`src/rtl/rr_arbiter8.sv`:
```
// 8-requester round-robin arbiter with registered, held grants.
// Optional forced release after MAX_HOLD grant cycles: define ARB_TIMEOUT_EN.
module rr_arbiter8 #(
    parameter int unsigned MAX_HOLD = 16,
    parameter int unsigned CNT_W    = 5
) (
    input  logic       clk,
    input  logic       rst,
    input  logic       en_n,
    input  logic [7:0] req,
    output logic [7:0] gnt,
    output logic [2:0] gnt_id,
    output logic       busy,
    output logic       timeout
);

    typedef enum logic {
        IDLE = 1'b0,
        BUSY = 1'b1
    } state_t;

    if ((MAX_HOLD < 2) || ((2 ** CNT_W) < MAX_HOLD)) begin : g_param_check
        $error("rr_arbiter8: MAX_HOLD must be in 2..2**CNT_W");
    end

    state_t     r_state;
    state_t     w_state_nxt;
    logic [2:0] r_ptr;
    logic [2:0] w_ptr_nxt;
    logic [7:0] r_gnt;
    logic [7:0] w_gnt_nxt;
    logic [2:0] r_id;
    logic [2:0] w_id_nxt;
    logic       r_busy;
    logic       w_busy_nxt;
    logic       w_found;
    logic [2:0] w_win;
    logic [2:0] w_idx;

`ifdef ARB_TIMEOUT_EN
    logic [CNT_W-1:0] r_hold_cnt;
    logic [CNT_W-1:0] w_hold_cnt_nxt;
    logic             r_timeout;
    logic             w_timeout_nxt;
`endif

    // Rotating priority search starting at the pointer.
    always_comb begin
        w_found = 1'b0;
        w_win   = 3'd0;
        w_idx   = r_ptr;
        for (int i = 0; i < 8; i++) begin
            w_idx = r_ptr + 3'(i);
            if (!w_found && req[w_idx]) begin
                w_found = 1'b1;
                w_win   = w_idx;
            end
        end
    end

    always_comb begin
        w_state_nxt = r_state;
        w_ptr_nxt   = r_ptr;
        w_gnt_nxt   = r_gnt;
        w_id_nxt    = r_id;
        w_busy_nxt  = r_busy;
`ifdef ARB_TIMEOUT_EN
        w_hold_cnt_nxt = r_hold_cnt;
        w_timeout_nxt  = 1'b0;
`endif
        case (r_state)
            IDLE: begin
                w_gnt_nxt  = 8'd0;
                w_id_nxt   = 3'd0;
                w_busy_nxt = 1'b0;
                if (!en_n && w_found) begin
                    w_state_nxt = BUSY;
                    w_gnt_nxt   = 8'b1 << w_win;
                    w_id_nxt    = w_win;
                    w_busy_nxt  = 1'b1;
`ifdef ARB_TIMEOUT_EN
                    w_hold_cnt_nxt = '0;
`endif
                end
            end
            BUSY: begin
                // Disable releases without charging the owner its turn.
                if (en_n) begin
                    w_state_nxt = IDLE;
                    w_gnt_nxt   = 8'd0;
                    w_id_nxt    = 3'd0;
                    w_busy_nxt  = 1'b0;
                end else if (!req[r_id]) begin
                    w_state_nxt = IDLE;
                    w_ptr_nxt   = r_id + 3'd1;
                    w_gnt_nxt   = 8'd0;
                    w_id_nxt    = 3'd0;
                    w_busy_nxt  = 1'b0;
`ifdef ARB_TIMEOUT_EN
                end else if (r_hold_cnt == CNT_W'(MAX_HOLD - 1)) begin
                    w_state_nxt   = IDLE;
                    w_ptr_nxt     = r_id + 3'd1;
                    w_gnt_nxt     = 8'd0;
                    w_id_nxt      = 3'd0;
                    w_busy_nxt    = 1'b0;
                    w_timeout_nxt = 1'b1;
                end else begin
                    w_hold_cnt_nxt = r_hold_cnt + CNT_W'(1);
`endif
                end
            end
            default: begin
                w_state_nxt = IDLE;
                w_gnt_nxt   = 8'd0;
                w_id_nxt    = 3'd0;
                w_busy_nxt  = 1'b0;
            end
        endcase
    end

    always_ff @(posedge clk) begin
        if (rst) begin
            r_state <= IDLE;
            r_ptr   <= 3'd0;
            r_gnt   <= 8'd0;
            r_id    <= 3'd0;
            r_busy  <= 1'b0;
        end else begin
            r_state <= w_state_nxt;
            r_ptr   <= w_ptr_nxt;
            r_gnt   <= w_gnt_nxt;
            r_id    <= w_id_nxt;
            r_busy  <= w_busy_nxt;
        end
    end

`ifdef ARB_TIMEOUT_EN
    always_ff @(posedge clk) begin
        if (rst) begin
            r_hold_cnt <= '0;
            r_timeout  <= 1'b0;
        end else begin
            r_hold_cnt <= w_hold_cnt_nxt;
            r_timeout  <= w_timeout_nxt;
        end
    end

    assign timeout = r_timeout;
`else
    assign timeout = 1'b0;
`endif

    assign gnt    = r_gnt;
    assign gnt_id = r_id;
    assign busy   = r_busy;

endmodule

```
`config.mk`:
```
export PLATFORM = sky130hd
export DESIGN_NAME = rr_arbiter8
export DESIGN_NICKNAME = d
export VERILOG_FILES = /design/src/rtl/rr_arbiter8.sv
export SDC_FILE = /design/constraint.sdc
export NUM_CORES = 1
export LEC_CHECK = 0
export BUFFER_PORTS_ARGS = -buffer_cell sky130_fd_sc_hd__buf_2
export CORE_MARGIN = 4
export CORE_UTILIZATION = 50
export CTS_CLUSTER_DIAMETER = 40
export CTS_CLUSTER_SIZE = 8
export DETAILED_ROUTE_END_ITERATION = 8
export MAX_ROUTING_LAYER = met4
export PLACE_DENSITY_LB_ADDON = 0.08
export SLEW_MARGIN = 20
export SYNTH_ARGS = -nofsm -noshare
export SYNTH_HDL_FRONTEND = slang
export SYNTH_SLANG_ARGS = --single-unit
```
`constraint.sdc`:
```
create_clock -name clk -period 3.9 [get_ports clk]
set_input_delay 0.39 -clock clk [delete_from_list [all_inputs] [get_ports clk]]
set_output_delay 0.39 -clock clk [all_outputs]
set_load 0.01 [all_outputs]
```
* After elaboration in Yosys (flattened, before gate mapping)
Index checks and enable logic that the tools add are counted.
** Cells by class
- Add/subtract/negate cells :: 8
- Mux-type cells :: 49
- Equality and inequality tests :: 1
- Reduce and logical (&&, ||, !) cells :: 17
- $lt $le $gt $ge :: 9
- Shift operators :: 1
- Bitwise logic cells :: 3
** Operator list (number)
- 3-bit by 4-bit < comparator with 1-bit output, second input constant :: 9
- 3-bit two-way mux :: 11
- 1-bit binary-select mux with 3-bit select :: 9
- 8-bit two-way mux :: 3
- 1-bit two-way mux :: 22
- 8-bit case mux with 2 select lines :: 1
- 3-bit adder, second input constant :: 4
- 1-bit logical AND :: 8
- 1-bit logical NOT :: 8
- 1-bit by 3-bit left shift with 8-bit output, first input constant :: 1
- 3-bit by 1-bit adder with 3-bit output, second input constant :: 2
- 3-bit by 2-bit adder with 3-bit output, second input constant :: 2
- 3-bit case mux with 2 select lines :: 1
- 1-bit case mux with 2 select lines :: 2
- 3-bit inequality test, second input constant :: 1
- 1-bit NOT :: 3
- 3-bit AND reduction :: 1
** Storage, ports and cells
- Flip-flop bits (word level) :: 16
- Output and inout port bits :: 13

* Depth between registers and ports, before layout
- Depth after elaboration :: 27
- Gate-level depth with buffers :: 12

* Worst setup path before layout
No wires, ideal clock.
- Path kind :: register to register
- Start :: register r_ptr[1]
- End :: register r_gnt[6], in the netlist gnt[6]
- Path buffers :: 3
- Library setup time :: 117 ps
- Slack :: 774 ps
- Data arrival time :: 3008 ps
- Clock period less this slack :: 3126 ps
- Stages on the path, launching flop included :: 13
- Cell sequence :: dfxtp_1 -> buf_2 -> clkinv_1 -> ha_1 -> buf_6 -> mux2i_1 -> mux4_2 -> a32o_1 -> buf_4 -> o2111ai_1 -> a32oi_1 -> or2_2 -> a32o_2
** On the way
- Longest elaborated chain between the ends :: 27
- Elaborated cells on any way between the ends :: 57
- Classes of those cells :: 7 x add/sub; 1 x shift; 34 x mux; 15 x reduce/logical
** Ends and longest elaborated chain
- from (decl) :: RTL line 28 : logic [2:0] r_ptr;
- from (signal assigned) :: RTL line 130 : r_ptr <= w_ptr_nxt;
- branches (longest 25 deep; another with 3-bit by 1-bit adder with 3-bit output)
- 8-bit two-way mux * :: RTL line 76 : if (!en_n && w_found) begin
- 8-bit case mux with 2 select lines * :: RTL line 71 : case (r_state)
- to (signal assigned) :: RTL line 131 : r_gnt <= w_gnt_nxt;
- to (decl) :: RTL line 30 : logic [7:0] r_gnt;
Every way passes the cells marked *. The select of a mux whose other input is x is not followed.
A chain may end at the register's enable or synchronous reset.

* Worst setup path after layout
- Start :: register r_ptr[1]
- End :: register r_gnt[7], in the netlist gnt[7]
Same word-level chain as after synthesis.

==> impl_metrics.yaml <==
finish:
  mostFrequentLayoutCells: "22 x buf_2, 16 x dfxtp_1, 14 x mux2i_1, 14 x nand2_1, 10 x nor2_1"
  diodes: 0
  layout_commonest_cell: "buf_2"
  drive_gt1_share_pct: 34.2
  area_delta_synth_final_pct: 9.66
  nets: 200
  nFillCells: 270
routing:
  routed_wirelength_um: 4040
  wl_per_cell_um: 17.7
  dr.pass1.iters: 4
  drt_iter0_markers: 86
  vias_per_cell: 6.35
  drc: 0
  ant_nets: 0
  vias: 1447
floorplan:
  die_h_um: 65.8
  ioPinCount: 24
  num_rows: 20
  coreArea_um2: 3130
  fp.dieW_um: 65.8
  start_util_pct: 53.4
  die_area_um2: 4330
global_routing:
  grt_pass1_wl_um: 6880
  antenna_found_initial: 0
  grt_pass1_vias: 1393
  grt_overflow_total: 0
  grt_usage_pct: 21.0
  grt_max_degree: 21
yosys:
  async_flop_share_pct: 0
  synth_mux_area_share_pct: 34.0
  syn_avg_cell_area_um2: 10.4
  synthesis.area_um2: 1670
  synth_xor_area_share_pct: 1.57
  synth_adder_area_share_pct: 2.25
  synthCells: 161
  synth_compound_area_share_pct: 22.9
  synth_top_family_by_area: "multiplexers"
  synthSimpleGateAreaFrac_pct: 14.2
  syn_nets: 175
  yosysWarnings: 0
  synth_top_flop_cell: "dfxtp_1"
  yosysUniqueCellTypes: 52
  synth-edff-count: 0
  ys_seq_area_share_pct: 19.2
  synth-seq-cells: 16
power:
  p_total_mw: 0.434
  cellLeakagePower_nw: 0.744
  p_int_mw: 0.282
  switching_share_pct: 34.9
  p_per_area_nw_per_um2: 237
  seqPwrFrac_pct: 40.6
  clockPowerShare_pct: 19.8
  power.switching_mw: 0.151
  ir_drop_mv: 0.193
  combPwrFrac_pct: 39.7
clock_tree:
  worstSkewPairLatency_ns: 0.29
  cts_resized: 0
  cts_buffers: 3
  cts_tree: "yes"
  cts_setup_buffers: 0
  cts_root_buffer: "clkbuf_4"
  htreeDepth: 1
  cts_num_sinks: 16
  cts_max_path_buffers: 2
  clk_pin_slew_ns: 0.08
  hold_buffers: 0
sta:
  relSlewSlack_pct: 60.1
  drv_slew: 0
  hold_slack_ns: 0.361
  setup_ws_ns: 0.786
  finClkSkew_ns: 0.00386
  hold_viol: 0
  fmax_mhz: 321
  finalCriticalPeriod_ns: 3.11
  fin_crit_sh_pct: 79.9
  fin_setup_tns_ns: 0
  worst_pin_slew_ns: 0.598
  rsz0062_at_grt: "no"
  setup_violations: 0
worst_setup_path:
  reg2reg_depth: 9
  cp-startpoint: "r_ptr[1]$_SDFFE_PP0P_"
  crit_path_max_fanout: 7
  cp-start-kind: "flop"
  rr_endpoint: "gnt[7]$_SDFFE_PP0P_"
  arrival_ns: 3.30
  r2r_slack_ns: 0.79
  r2r-start: "r_ptr[1]$_SDFFE_PP0P_"
  cp.required_ns: 4.08
  critPathKind: "reg2reg"
  endpoint: "gnt[7]$_SDFFE_PP0P_"
  worstSetupEndpointType: "flop"
worst_hold_path:
  hold_class: "in2reg"
placed_design:
  dp_slack_ns: 0.823
  numPortBuffers: 22
  dp_hpwl_um: 3140
  gp_congestion: 0.874
outcome:
  status: "complete, no violations"
job:
  cap_violations: 0
==> Yosys cell counts, types with 2 or more instances <==
| library cell | instances | area [µm²] |
|---|---|---|
| mux4_2 | 7 | 158 |
| nand2_1 | 14 | 52.6 |
| nor2b_1 | 2 | 12.5 |
| mux2_2 | 4 | 45.0 |
| mux4_1 | 6 | 158 |
| mux2_4 | 3 | 45.0 |
| mux2i_1 | 14 | 140 |
| inv_1 | 5 | 18.8 |
| xor2_1 | 3 | 26.3 |
| dfxtp_1 | 16 | 320 |
| buf_4 | 2 | 15.0 |
| a32o_2 | 4 | 45.0 |
| nand2b_1 | 4 | 25.0 |
| nor2_1 | 10 | 37.5 |
| a32oi_1 | 2 | 17.5 |
| o21ai_0 | 7 | 35.0 |
| buf_6 | 2 | 22.5 |
| buf_2 | 2 | 10.0 |
| o22ai_1 | 5 | 31.3 |
| or2_2 | 4 | 25.0 |
| ha_1 | 3 | 37.5 |
| o31ai_1 | 6 | 45.0 |
| a21oi_1 | 7 | 35.0 |
==> cell families after synthesis <==
family,after synthesis
fa+ha+maj,3
mux,35
other cells,1
xor+xnor,3
compound gates,47
simple gates,42
flops,16
buf+inv,14
==> metal layers <==
metal	share of wire (%)	track usage [%]	vias to the layer above
met5	0	-	-
met4	0.15	3.11	0
met3	5.7	5.27	2
met2	47	31.2	49
met1	47	29.7	712
li1	-	-	684
==> how the worst min path moves through the flow <==
stage	startpoint	to	slack, ns	cells past startpoint
final	rst	r_ptr[0]$_SDFFE_PP0P_	0.36	2
after global routing	rst	r_ptr[0]$_SDFFE_PP0P_	0.38	2
after CTS	rst	r_ptr[0]$_SDFFE_PP0P_	0.35	2
after detailed placement	gnt[0]$_SDFFE_PP0P_	gnt[0]$_SDFFE_PP0P_	0.44	2
after global placement	gnt[5]$_SDFFE_PP0P_	gnt[5]$_SDFFE_PP0P_	0.43	2
after floorplan	rst	gnt_id[0]$_SDFFE_PP0P_	0.46	1
==> per-stage QoR <==
stage          utilization (%)  instance area, µm²  instances
5_1_grt                   58.6                1830        228
4_1_cts                   58.6                1830        228
3_3_place_gp              57.8                1810        225
3_5_place_dp              57.8                1810        225
2_1_floorplan                -                1670        161
6_report                  58.6                1830        228
==> state kept, by name, indices dropped and copies added (netlist names) <==
name and flops:
busy 1, r_state 1, gnt 8, gnt_id 3, r_ptr 3
==> power groups by stage <==
stage	Clock (mW)	Combinational [mW]	Sequential, mW
floorplan	0	0.128	0.180
global placement	0	0.168	0.179
detailed placement	0	0.170	0.180
CTS	0.0891	0.171	0.176
global route	0.0968	0.188	0.177
finish	0.0857	0.172	0.176
==> worst max-delay path, cell delays in order, from the launching register on <==
cell      delay (ns)
dfxtp_1         0.36
clkinv_1        0.08
ha_1            0.47
buf_4           0.22
mux4_1          0.62
mux2i_1         0.39
o21ai_0         0.19
a21oi_1         0.21
a22oi_1         0.19
a32o_2          0.29
==> layout make-up <==
cell class                      instances  area, µm²  share of cell area, %
Multi-Input combinational cell        131       1260                   68.6
Timing Repair Buffer                   28        155                   8.47
Clock buffer                            3       22.5                   1.23
Inverter                                6       22.5                   1.23
Sequential cell                        16        320                   17.5
Tap cell                               44       55.1                   3.01
(Power assumes the default switching activity.)
